<file path="src/rtl/oddr_bank_pkg.sv">
// Shared definitions for the oddr_bank DDR output register bank.
// Holds the capture-alignment mode numbers, the training FSM state
// encoding and the logic levels driven during a training burst.
// No ports (package).
package oddr_bank_pkg;

   // Capture alignment modes (value of the DDR_ALIGNMENT parameter)
   localparam int ALIGN_OPPOSITE_EDGE       = 0;
   localparam int ALIGN_SAME_EDGE           = 1;
   localparam int ALIGN_SAME_EDGE_PIPELINED = 2;

   // Training FSM state encoding
   typedef enum logic [1:0] {
      ST_IDLE = 2'b00,
      ST_RUN  = 2'b01,
      ST_DONE = 2'b10
   } train_state_e;

   // Training pattern: every bit high in the high phase, low in the low phase
   localparam logic TRAIN_POS_LEVEL = 1'b1;
   localparam logic TRAIN_NEG_LEVEL = 1'b0;

endpackage

</file>
<file path="src/rtl/oddr_bank_train.sv">
// Training burst sequencer for oddr_bank.
// Ports:
//   clk          - bank clock (posedge only)
//   rst_n        - asynchronous active-low reset
//   ce           - FSM advances only while high
//   train        - burst request level
//   pos_pattern  - next posedge of the bank must drive the high pattern
//   neg_pattern  - next negedge of the bank must drive the low pattern
//   train_done   - registered, high only in DONE
module oddr_bank_train
   import oddr_bank_pkg::*;
#(
   parameter int TRAIN_CYCLES = 16
) (
   input  logic clk,
   input  logic rst_n,
   input  logic ce,
   input  logic train,
   output logic pos_pattern,
   output logic neg_pattern,
   output logic train_done
);

   localparam logic [7:0] CNT_LAST = 8'(TRAIN_CYCLES - 1);

   train_state_e state_r;
   train_state_e state_nxt_s;
   logic [7:0]   cnt_r;
   logic [7:0]   cnt_nxt_s;
   logic         done_r;

   // Next-state and counter logic; exit from RUN at terminal count keeps the
   // counter from ever wrapping.
   always_comb begin
      state_nxt_s = state_r;
      cnt_nxt_s   = cnt_r;
      if (ce) begin
         case (state_r)
            ST_IDLE: begin
               if (train) begin
                  state_nxt_s = ST_RUN;
                  cnt_nxt_s   = 8'd0;
               end else begin
                  state_nxt_s = ST_IDLE;
               end
            end
            ST_RUN: begin
               if (!train) begin
                  state_nxt_s = ST_IDLE;
               end else if (cnt_r == CNT_LAST) begin
                  state_nxt_s = ST_DONE;
               end else begin
                  cnt_nxt_s = cnt_r + 8'd1;
               end
            end
            ST_DONE: begin
               if (!train) begin
                  state_nxt_s = ST_IDLE;
               end else begin
                  state_nxt_s = ST_DONE;
               end
            end
            default: begin
               state_nxt_s = ST_IDLE;
               cnt_nxt_s   = 8'd0;
            end
         endcase
      end else begin
         state_nxt_s = state_r;
         cnt_nxt_s   = cnt_r;
      end
   end

   // State, counter and done-flag registers
   always_ff @(posedge clk or negedge rst_n) begin
      if (!rst_n) begin
         state_r <= ST_IDLE;
         cnt_r   <= 8'd0;
         done_r  <= 1'b0;
      end else begin
         state_r <= state_nxt_s;
         cnt_r   <= cnt_nxt_s;
         done_r  <= (state_nxt_s == ST_DONE);
      end
   end

   // The posedge pattern looks at the state being entered so that the burst
   // starts on the very edge that sees TRAIN and data resumes on the edge
   // that leaves RUN; the negedge follows the state already registered.
   assign pos_pattern = (state_nxt_s == ST_RUN);
   assign neg_pattern = (state_r == ST_RUN);
   assign train_done  = done_r;

endmodule

</file>
<file path="src/rtl/oddr_bank.sv">
// DDR output register bank with selectable capture alignment and an
// optional training-burst generator (enabled by macro ODDR_BANK_TRAIN_EN).
// Ports:
//   C          - clock, both edges used
//   R_N        - asynchronous active-low reset (Q = INIT)
//   CE         - clock enable for all capture registers
//   R / S      - synchronous reset-to-0 / set-to-1 of Q, per edge
//   D0 / D1    - rising-edge / falling-edge data
//   TRAIN      - training burst request level
//   TRAIN_DONE - burst complete flag
//   Q          - DDR output bus
module oddr_bank
   import oddr_bank_pkg::*;
#(
   parameter int               WIDTH         = 8,
   parameter int               DDR_ALIGNMENT = 0,
   parameter logic [WIDTH-1:0] INIT          = {WIDTH{1'b0}},
   parameter int               TRAIN_CYCLES  = 16
) (
   input  logic             C,
   input  logic             R_N,
   input  logic             CE,
   input  logic             R,
   input  logic             S,
   input  logic [WIDTH-1:0] D0,
   input  logic [WIDTH-1:0] D1,
   input  logic             TRAIN,
   output logic             TRAIN_DONE,
   output logic [WIDTH-1:0] Q
);

   logic [WIDTH-1:0] q_pos_r;
   logic [WIDTH-1:0] q_neg_r;
   logic [WIDTH-1:0] d0_p1_r;
   logic [WIDTH-1:0] d1_p1_r;
   logic [WIDTH-1:0] d1_cap_r;
   logic             ce_cap_r;
   logic [WIDTH-1:0] pos_d_s;
   logic [WIDTH-1:0] neg_d_s;
   logic             neg_hold_s;
   logic             pos_pat_s;
   logic             neg_pat_s;

`ifdef ODDR_BANK_TRAIN_EN
   oddr_bank_train #(
      .TRAIN_CYCLES (TRAIN_CYCLES)
   ) u_train (
      .clk         (C),
      .rst_n       (R_N),
      .ce          (CE),
      .train       (TRAIN),
      .pos_pattern (pos_pat_s),
      .neg_pattern (neg_pat_s),
      .train_done  (TRAIN_DONE)
   );
`else
   logic unused_train_s;
   assign unused_train_s = TRAIN;
   assign pos_pat_s      = 1'b0;
   assign neg_pat_s      = 1'b0;
   assign TRAIN_DONE     = 1'b0;
`endif

   // Data source per edge; in the same-edge modes a posedge with CE low
   // also freezes the following negedge.
   always_comb begin
      pos_d_s    = D0;
      neg_d_s    = D1;
      neg_hold_s = !CE;
      if (DDR_ALIGNMENT == ALIGN_SAME_EDGE_PIPELINED) begin
         pos_d_s = d0_p1_r;
      end else begin
         pos_d_s = D0;
      end
      if (DDR_ALIGNMENT == ALIGN_OPPOSITE_EDGE) begin
         neg_d_s    = D1;
         neg_hold_s = !CE;
      end else begin
         neg_d_s    = d1_cap_r;
         neg_hold_s = !CE || !ce_cap_r;
      end
   end

   // Posedge capture and pipeline stages for the same-edge modes
   always_ff @(posedge C or negedge R_N) begin
      if (!R_N) begin
         d0_p1_r  <= {WIDTH{1'b0}};
         d1_p1_r  <= {WIDTH{1'b0}};
         d1_cap_r <= {WIDTH{1'b0}};
         ce_cap_r <= 1'b0;
      end else begin
         ce_cap_r <= CE;
         if (CE) begin
            d0_p1_r <= D0;
            d1_p1_r <= D1;
            if (DDR_ALIGNMENT == ALIGN_SAME_EDGE_PIPELINED) begin
               d1_cap_r <= d1_p1_r;
            end else begin
               d1_cap_r <= D1;
            end
         end else begin
            d0_p1_r  <= d0_p1_r;
            d1_p1_r  <= d1_p1_r;
            d1_cap_r <= d1_cap_r;
         end
      end
   end

   // High-phase output register; holding means keeping the value Q showed
   // during the preceding low phase.
   always_ff @(posedge C or negedge R_N) begin
      if (!R_N) begin
         q_pos_r <= INIT;
      end else if (R) begin
         q_pos_r <= {WIDTH{1'b0}};
      end else if (S) begin
         q_pos_r <= {WIDTH{1'b1}};
      end else if (!CE) begin
         q_pos_r <= q_neg_r;
      end else if (pos_pat_s) begin
         q_pos_r <= {WIDTH{TRAIN_POS_LEVEL}};
      end else begin
         q_pos_r <= pos_d_s;
      end
   end

   // Low-phase output register
   always_ff @(negedge C or negedge R_N) begin
      if (!R_N) begin
         q_neg_r <= INIT;
      end else if (R) begin
         q_neg_r <= {WIDTH{1'b0}};
      end else if (S) begin
         q_neg_r <= {WIDTH{1'b1}};
      end else if (neg_hold_s) begin
         q_neg_r <= q_pos_r;
      end else if (neg_pat_s) begin
         q_neg_r <= {WIDTH{TRAIN_NEG_LEVEL}};
      end else begin
         q_neg_r <= neg_d_s;
      end
   end

   // DDR mux: the clock level selects which phase register drives the pin
   assign Q = C ? q_pos_r : q_neg_r;

endmodule
</file>
<file path="config.mk">
export PLATFORM = sky130hd
export DESIGN_NAME = oddr_bank
export DESIGN_NICKNAME = d
export VERILOG_FILES = /design/src/rtl/oddr_bank_pkg.sv /design/src/rtl/oddr_bank_train.sv /design/src/rtl/oddr_bank.sv
export SDC_FILE = /design/constraint.sdc
export NUM_CORES = 1
export LEC_CHECK = 0
export ABC_AREA = 1
export CAP_MARGIN = 30
export CORE_UTILIZATION = 41
export CTS_BUF_LIST = sky130_fd_sc_hd__clkbuf_4
export DETAILED_ROUTE_END_ITERATION = 16
export PLACE_DENSITY = 0.72
export SLEW_MARGIN = 20
export SYNTH_ARGS = -nofsm -noshare
export SYNTH_HDL_FRONTEND = slang
export SYNTH_SLANG_ARGS = --single-unit
</file>
<file path="constraint.sdc">
create_clock -name C -period 0.8 [get_ports C]
set_input_delay 0.2 -clock C [delete_from_list [all_inputs] [get_ports C]]
set_output_delay 0.2 -clock C [all_outputs]
set_load 0.005 [all_outputs]
</file>
==> impl_metrics.csv, run 1 <==
group,metric,value,unit
worst_setup_path,path_delay_family,"flip-flops",
cells_and_area,diodes,0,
synth,syn-num-nets,160,
power_and_ir_drop,p_sw,1.29,mW
sta,whs,0.125,ns
floorplan,fp.dieH,48.7,um
power_and_ir_drop,pwr-share-comb,13.5,%
worst_setup_path,crit_path_cell_trace,"inv_2 > o21ai_2 > buf_2",
drt,final_antenna_net_count,0,
cells_and_area,layout_common_cells,"40 x nand2_1, 40 x nor2_1, 18 x clkdlybuf4s50_1, 12 x clkbuf_4, 10 x inv_1",
floorplan,rows,16,
cells_and_area,final_nets,214,
outcome,violations,"negative setup slack",
placement,port_buffers,28,
placement,gp_congestion,0.727,
drt,via_per_inst,4.75,
worst_setup_path,cp-end-kind,"output pin",
synth,yosysTopAreaCell,"dfrtn_1",
worst_setup_path,r2r-start,"q_neg_r[2]",
global_route,grt_pass1_vias,1174,
run,cap_violations,0,
outcome,status,"complete, but fails checks",
worst_setup_path,start_kind,"register",
sta,finalSetupViolations,40,
power_and_ir_drop,swShare,35.0,%
worst_setup_path,crit_path_top_delay_cell,"dfrtn_1",
power_and_ir_drop,leakage,0.797,nW
power_and_ir_drop,p_per_area,2380,nW/um2
cells_and_area,design_area,1540,um2
synth,synth_area_leaders,"dfrtn_1 22%, dfrtp_1 22%, nor2_1 20%",
synth,syn_inst,138,
synth,synth.avg_cell_area,6.48,um2
worst_setup_path,crit_type,"register to output pin",
floorplan,core_area,2000,um2
floorplan,io_pins,31,
cells_and_area,fin_util,77.0,%
worst_setup_path,r2r-end,"q_pos_r[2]",
placement,place.detailed.hpwl,1350,um
clock_network,clock_latency,0.40,ns
drt,num_vias,1054,
global_route,antenna_found_initial,0,
global_route,grt_pass1_wl,4550,um
worst_setup_path,reg2reg_depth,5,
sta,clock_skew,0.0107,ns
synth,synth_cell_type_count,11,
drt,wl_per_cell,12.3,um
synth,syn-cell-area,895,um2
cells_and_area,area_growth,72.3,%
global_route,grt_overflow_total,0,
cells_and_area,n_fill_cell,156,
placement,placement.cell_area,1310,um2
hold_path,hp-class,"input port to asynchronous set/reset pin",
sta,final_hold_viol_count,0,
synth,synth_warnings,0,
power_and_ir_drop,clkPwrFrac,62.0,%
power_and_ir_drop,irDropWorstVdd,1.82,mV
floorplan,fp.dieArea,2370,um2
worst_setup_path,rrSetupSlack,-0.49,ns
floorplan,die_w,48.7,um
sta,layout_setup_ws,-0.946,ns
worst_setup_path,cp_data_arrival_time,1.55,ns
synth,yosysSeqAreaShare,44.8,%
clock_network,cts_tree,"built",
global_route,grt_usage,26.6,%
drt,drc,0,
clock_network,postCtsHoldBufs,0,
worst_setup_path,cp.depth,3,
worst_setup_path,crit_required,0.60,ns
cells_and_area,drive_gt1_share,33.3,%
worst_setup_path,critPathBufInv,2,
clock_network,clk_pin_slew,0.10,ns
sta,rsz0062_at_grt,"yes",
synth,yosys.area.top_type_share,22.4,%
floorplan,initial_core_util,44.7,%
drt,drt-initial-drc-count,22,
synth,synth-seq-cells,16,
drt,drt-pass1-iter-count,6,
worst_setup_path,cpPeakStageDelay,0.44,ns
power_and_ir_drop,p_seq_share,24.5,%
power_and_ir_drop,intPower,2.39,mW
worst_setup_path,cp_max_fo,2,
drt,routed_wl,2720,um
global_route,grt_max_degree,17,
sta,maxSlewViolCount,0,
[kinds of logic after synthesis]
| family | Yosys count | share of synthesized area [%] |
|---|---|---|
| compound gates | 8 | 4.48 |
| buf+inv | 25 | 13.4 |
| flops | 16 | 44.8 |
| other cells | 1 | 0.419 |
| simple gates | 88 | 36.9 |
[synthesized netlist by cell type]
cell type  instances
nor2_1            48
nand2_1           40
inv_1             17
dfrtn_1            8
dfrtp_1            8
o21ai_0            8
buf_2              3
buf_4              2
buf_6              2
buf_1              1
conb_1             1
[state kept, by name, indices dropped and copies added, names as in the netlist]
signal   flops
q_neg_r      8
q_pos_r      8
[power by group through the flow]
stage / clock network (mW) / registers, mW / logic [mW]
3_5_place_dp: 0.726 / 0.907 / 0.394
3_3_place_gp: 0.726 / 0.906 / 0.387
4_1_cts: 2.20 / 0.894 / 0.465
2_1_floorplan: 0.379 / 0.902 / 0.186
5_1_grt: 2.51 / 0.907 / 0.545
6_report: 2.28 / 0.900 / 0.495
[worst reg2reg max path, stage by stage, from the launching register on]
cell	delay (ns)
dfrtn_1	0.44
inv_2	0.05
buf_4	0.13
nor2_4	0.06
nor2_1	0.04
nor2_1	0.09
[repair_timing]
action,CTS,global route
gates resized for setup,48,24
setup endpoints to repair,40,40
setup buffers,9,3
cloned,2,0
pin swaps,20,23
[worst max path at each step]
stage                     startpoint          to  slack (ns)
after global placement            CE  q_neg_r[0]       -0.84
after floorplan           q_neg_r[0]        Q[0]       -0.33
after CTS                 q_neg_r[1]        Q[1]       -0.93
after global routing      q_neg_r[2]        Q[2]       -1.00
after detailed placement          CE  q_neg_r[4]       -0.86
final                     q_neg_r[2]        Q[2]       -0.95
[layer usage]
layer	vias up	track usage [%]	share of wire, %
li1	510	-	-
met1	489	26.5	39
met2	49	36.6	51
met3	6	16.0	7.1
met4	0	27.9	2.2
met5	-	0	0
[final cells by class]
class	count	area [um2]	share of cell area [%]
timing repair inverter	1	5.00	0.325
tap	27	33.8	2.19
clock inverter	3	12.5	0.812
timing repair buffer	39	427	27.7
sequential	16	400	26.0
inverter	17	67.6	4.38
multi-input combinational	97	438	28.4
clock buffer	22	158	10.2
[per-stage QoR]
stage	TNS [ns]	power, mW	setup WS, ns	instances
6_report	-13.42	3.68	-0.946	222
5_1_grt	-14.77	3.96	-1.00	222
4_1_cts	-13.48	3.56	-0.933	224
3_5_place_dp	-19.22	2.03	-0.861	200
3_3_place_gp	-18.78	2.02	-0.840	200
2_1_floorplan	-7.25	1.47	-0.334	138
No activity file was read; power rests on OpenSTA's default activity.
==> run 2: changes to the inputs <==
--- a/config.mk
+++ b/config.mk
@@ -10,6 +10,7 @@
 export CORE_UTILIZATION = 41
 export CTS_BUF_LIST = sky130_fd_sc_hd__clkbuf_4
 export DETAILED_ROUTE_END_ITERATION = 16
+export MAX_ROUTING_LAYER = met4
 export PLACE_DENSITY = 0.72
 export SLEW_MARGIN = 20
 export SYNTH_ARGS = -nofsm -noshare
==> constraint.sdc (replaced) <==
create_clock -name C -period 2 [get_ports C]
set_input_delay 0.5 -clock C [delete_from_list [all_inputs] [get_ports C]]
set_output_delay 0.5 -clock C [all_outputs]
set_load 0.005 [all_outputs]
==> run 2 against run 1 <==
The run still ends with negative setup slack left; count of clock-buffer cells in the layout fell by 1; combinational power is 62% lower; routed wire length decreased by 0.40%; core utilization down 1.9 points; clock power decreased by 58%; sequential share of layout area up 0.67 points; non-clock buffer count shrank 1; total power fell by 59%; critical path type unchanged.
==> impl_metrics.csv, run 2 (synthesized netlist as in run 1, its figures left out) <==
group,metric,value,unit
placement,place.detailed.hpwl,1280,um
power_and_ir_drop,p_per_area,1010,nW/um2
worst_setup_path,start_kind,"register",
global_route,grt_overflow_total,0,
run,cap_violations,0,
sta,finalSetupViolations,17,
drt,routed_wl,2710,um
clock_network,clk_pin_slew,0.10,ns
global_route,antenna_found_initial,0,
cells_and_area,diodes,0,
worst_setup_path,cpPeakStageDelay,0.43,ns
sta,clock_skew,0.0121,ns
cells_and_area,area_growth,68.0,%
drt,drt-initial-drc-count,29,
power_and_ir_drop,leakage,0.793,nW
sta,maxSlewViolCount,0,
placement,gp_congestion,0.715,
floorplan,io_pins,31,
cells_and_area,final_nets,213,
floorplan,fp.dieArea,2370,um2
cells_and_area,drive_gt1_share,32.5,%
global_route,grt_usage,28.0,%
drt,drt-pass1-iter-count,5,
drt,via_per_inst,4.78,
floorplan,core_area,2000,um2
floorplan,die_w,48.7,um
worst_setup_path,crit_required,1.50,ns
worst_setup_path,cp.depth,3,
worst_setup_path,critPathBufInv,2,
global_route,grt_pass1_vias,1184,
outcome,status,"complete, but fails checks",
worst_setup_path,crit_path_cell_trace,"inv_2 > o21ai_2 > buf_2",
clock_network,cts_tree,"built",
worst_setup_path,reg2reg_depth,6,
cells_and_area,multi_input_area,413,um2
drt,num_vias,1057,
placement,port_buffers,28,
sta,rsz0062_at_grt,"yes",
cells_and_area,seqCellArea,400,um2
placement,pre_cts_ws,-0.568,ns
global_route,grt_pass1_wl,4620,um
sta,final_hold_viol_count,0,
worst_setup_path,crit_type,"register to output pin",
worst_setup_path,cp-end-kind,"output pin",
drt,final_antenna_net_count,0,
worst_setup_path,crit_path_top_delay_cell,"dfrtn_1",
cells_and_area,largestRegisters,"q_neg_r: 8 flops, q_pos_r: 8 flops",
worst_setup_path,cp_data_arrival_time,2.13,ns
outcome,violations,"negative setup slack",
drt,wl_per_cell,12.3,um
cells_and_area,final_common_cell,"nor2_1",
drt,drc,0,
floorplan,initial_core_util,44.7,%
global_route,grt_max_degree,17,
cells_and_area,n_fill_cell,147,
floorplan,rows,16,
sta,layout_setup_ws,-0.627,ns
cells_and_area,fin_util,75.1,%
cells_and_area,layout_common_cells,"42 x nor2_1, 40 x nand2_1, 18 x clkdlybuf4s50_1, 11 x clkbuf_4, 11 x buf_4",
worst_setup_path,cp_max_fo,2,
clock_network,clock_latency,0.42,ns
clock_network,postCtsHoldBufs,0,
hold_path,hp-class,"input port to asynchronous set/reset pin",
placement,dp.cells,196,
power_and_ir_drop,irDropWorstVdd,0.640,mV
cells_and_area,final_cells,221,
floorplan,fp.dieH,48.7,um
worst_setup_path,path_delay_family,"flip-flops",
power_and_ir_drop,power.total,1.52,mW
==> run 2: changes by cell type in the layout (fill, tap and decap cells not counted) <==
cell             change
nor2_4               -4
buf_6                -3
buf_4                +2
nor2_1               +2
nor2_2               +2
bufinv_8             +1
clkbuf_2             +1
clkbuf_4             -1
clkdlybuf4s15_1      -1
clkinv_1             +1
inv_1                -1
==> run 2: metal layers <==
layer  track usage (%)  up-vias  wire length (um)
met5                 -        -                 0
met4              25.5        0               122
met3              15.7       21               210
met2              41.0       57              1330
met1              25.7      466              1050
li1                  -      513                 -
==> run 2: path summary, 6_finish.rpt <==
check / start / end / slack (ns)
setup / recovery: q_neg_r[0] / Q[0] / -0.63
hold / removal: R_N / q_pos_r[4] / 0.42
setup reg to reg: q_neg_r[2] / q_pos_r[2] / -0.06
hold reg to reg: q_pos_r[7] / q_neg_r[7] / 1.51
max in group asynchronous: R_N / q_neg_r[3] / 0.54
min in group C: CE / q_pos_r[6] / 0.69
==> run 2: power breakdown <==
part           switching [mW]  internal [mW]  total, mW
Sequential             0.0113          0.348      0.359
Clock                   0.424          0.545      0.968
Combinational          0.0855          0.103      0.189
==> run 2: repair_timing <==
action	CTS	global route
pin swaps	1	12
gates cloned	2	0
setup endpoints to repair	24	21
buffers inserted	10	5
gates resized for setup	45	16
==> run 2: cell type report <==
class	instances	area share, %
clock buffer	21	9.99
clock inverter	4	2.00
inverter	17	4.50
multi-input combinational	97	27.5
sequential	16	26.6
tap	27	2.25
timing repair buffer	38	26.8
timing repair inverter	1	0.333
==> run 2: metrics by stage <==
step / hold WS, ns / area, um2 / setup TNS, ns
final: 0.420 / 1500 / -4.77
after floorplan: 0.204 / 908 / -0.428
after detailed placement: 0.853 / 1280 / -8.57
after global placement: 0.855 / 1280 / -8.33
after CTS: 0.440 / 1500 / -4.98
after global routing: 0.409 / 1500 / -5.30
==> run 3: changes to the inputs <==
--- a/config.mk
+++ b/config.mk
@@ -5,13 +5,12 @@
 export SDC_FILE = /design/constraint.sdc
 export NUM_CORES = 1
 export LEC_CHECK = 0
-export ABC_AREA = 1
 export CAP_MARGIN = 30
 export CORE_UTILIZATION = 41
 export CTS_BUF_LIST = sky130_fd_sc_hd__clkbuf_4
 export DETAILED_ROUTE_END_ITERATION = 16
 export MAX_ROUTING_LAYER = met4
-export PLACE_DENSITY = 0.72
+export PLACE_DENSITY = 0.74
 export SLEW_MARGIN = 20
 export SYNTH_ARGS = -nofsm -noshare
 export SYNTH_HDL_FRONTEND = slang
==> run 3 against run 2 <==
The run still ends with negative setup slack left; first-iteration DRC count is 66% lower; die area fell by 11%; combinational power shrank 28%; cell area down 17%; count of clock-buffer cells in the layout shrank 6; critical path depth down 1; area after synthesis decreased by 11%; via count shrank 38%; routed wire length is 35% lower; global-route usage is 8.9 points lower; core utilization is 4.6 points lower; critical endpoint is now Q[1]; largest cell class is now flip-flops and latches.
==> impl_metrics.csv, run 3 <==
group,metric,value,unit
outcome,status,"complete, but fails checks",
outcome,violations,"negative setup slack",
sta,rsz0062_at_grt,"yes",
drt,drc,0,
cells_and_area,layout_common_cells,"19 x clkdlybuf4s50_1, 16 x a21oi_1, 15 x mux2i_1, 13 x buf_4",
drt,via_per_inst,4.78,
worst_setup_path,crit_required,1.50,ns
drt,drt-initial-drc-count,10,
placement,gp_congestion,0.719,
worst_setup_path,crit_type,"register to output pin",
global_route,antenna_found_initial,0,
power_and_ir_drop,irDropWorstVdd,0.639,mV
synth,synth_edf_count,0,
cells_and_area,diodes,0,
global_route,grt_max_degree,17,
run,cap_violations,0,
drt,routed_wl,1750,um
placement,port_buffers,28,
synth,synth-seq-cells,16,
power_and_ir_drop,p_per_area,878,nW/um2
cells_and_area,design_area,1240,um2
sta,maxSlewViolCount,0,
floorplan,rows,15,
synth,syn-cell-area,795,um2
hold_path,hp-class,"input port to asynchronous set/reset pin",
clock_network,clock_latency,0.39,ns
synth,synth_cell_type_count,13,
worst_setup_path,reg2reg_depth,4,
power_and_ir_drop,leakage,0.608,nW
synth,synth_area_leaders,"dfrtn_1 25%, dfrtp_1 25%, mux2i_1 20%",
floorplan,fp.dieH,46.0,um
sta,layout_setup_ws,-0.636,ns
drt,wl_per_cell,12.8,um
cells_and_area,drive_gt1_share,38.4,%
worst_setup_path,cp_max_fo,2,
cells_and_area,final_cells,137,
floorplan,initial_core_util,45.0,%
clock_network,clk_pin_slew,0.10,ns
worst_setup_path,cp-end-kind,"output pin",
sta,clock_skew,0.0189,ns
cells_and_area,largestRegisters,"q_neg_r: 8 flops, q_pos_r: 8 flops",
synth,syn_inst,65,
synth,yosysSeqAreaShare,50.4,%
worst_setup_path,cp_data_arrival_time,2.14,ns
global_route,grt_pass1_wl,2710,um
synth,synth.avg_cell_area,12.2,um2
cells_and_area,fin_util,70.4,%
cells_and_area,final_common_cell,"clkdlybuf4s50_1",
drt,num_vias,655,
global_route,grt_pass1_vias,731,
global_route,grt_usage,19.2,%
floorplan,die_w,46.0,um
synth,synth_warnings,0,
placement,placement.cell_area,1140,um2
synth,synthFlopType,"dfrtp_1",
placement,pre_cts_ws,-0.637,ns
cells_and_area,area_growth,56.4,%
sta,final_hold_viol_count,0,
worst_setup_path,start_kind,"register",
synth,synthArstFlopShare,100,%
cells_and_area,final_nets,135,
synth,yosys.area.top_type_share,25.2,%
drt,drt-pass1-iter-count,5,
global_route,grt_overflow_total,0,
synth,synthTopCellsByCount,"16 x a21oi_1, 16 x mux2i_1, 8 x dfrtn_1, 8 x dfrtp_1, 8 x mux2_2",
clock_network,cts_tree,"built",
sta,finalSetupViolations,8,
floorplan,fp.dieArea,2120,um2
placement,dp.cells,122,
floorplan,io_pins,31,
synth,syn-num-nets,87,
floorplan,core_area,1760,um2
drt,final_antenna_net_count,0,
synth,yosysTopAreaCell,"dfrtn_1",
==> run 3: cell types whose count changed after synthesis, sizes merged <==
cell	change
a21oi	+16
nor2	-48
o21ai	-8
clkbuf	+1
mux2	+8
nand2	-40
buf	-2
mux2i	+16
inv	-16
==> run 3: cell type report <==
| type | count | area, um2 |
|---|---|---|
| clock buffer | 15 | 98.8 |
| clock inverter | 1 | 3.75 |
| fill | 137 | 522 |
| inverter | 1 | 3.75 |
| multi-input combinational | 41 | 342 |
| sequential | 16 | 400 |
| tap | 25 | 31.3 |
| timing repair buffer | 38 | 363 |
==> run 3: metrics by stage <==
stage	total power, mW	hold WS [ns]	setup TNS, ns
2_1_floorplan	0.629	0.204	-1.49
3_3_place_gp	0.792	0.845	-8.73
3_5_place_dp	0.795	0.859	-8.95
4_1_cts	1.07	0.450	-5.01
5_1_grt	1.16	0.445	-5.24
6_report	1.09	0.447	-4.97
==> run 3: kinds of logic (layout without fill, tap and decap cells) <==
group                  after synthesis  count (layout)  share of synthesized area, %
AO/OA/AOI/OAI                       16              16                          10.1
buffers and inverters                8              55                          7.56
flip-flops                          16              16                          50.4
multiplexers                        24              24                          31.5
other                                1               1                         0.472
==> run 3: routing by layer <==
| metal | vias to the layer above | part of all wire, % | track usage [%] |
|---|---|---|---|
| met1 | 316 | 42 | 19.9 |
| met2 | 19 | 52 | 28.5 |
| met3 | 0 | 5.2 | 8.73 |
| met5 | - | 0 | - |
| li1 | 320 | - | - |
| met4 | 0 | 0 | 13.5 |
==> run 3: final timing paths <==
kind	slack (ns)	start	to
hold / removal	0.45	R_N	q_pos_r[1]
max in group asynchronous	0.52	R_N	q_neg_r[3]
setup reg to reg	0.07	q_neg_r[5]	q_pos_r[5]
min in group C	0.74	D0[1]	q_pos_r[1]
hold reg to reg	1.44	q_pos_r[3]	q_neg_r[3]
setup / recovery	-0.64	q_neg_r[1]	Q[1]
==> run 3: critical path, cell delays in order, from the launching register on <==
cell,delay [ns]
dfrtn_1,0.35
mux2_4,0.28
buf_6,0.11
==> run 3: power breakdown <==
group | switching (mW) | internal [mW] | total [mW] | leakage [nW]
combinational | 0.0509 | 0.0865 | 0.137 | 0.300
clock | 0.242 | 0.351 | 0.593 | 0.110
sequential | 0.0117 | 0.348 | 0.360 | 0.198
==> run 3: timing repair <==
action | CTS | global route
gates resized for setup | 34 | 8
setup endpoints to repair | 16 | 16
setup buffers | 5 | 2
hold buffers | 0 | 0
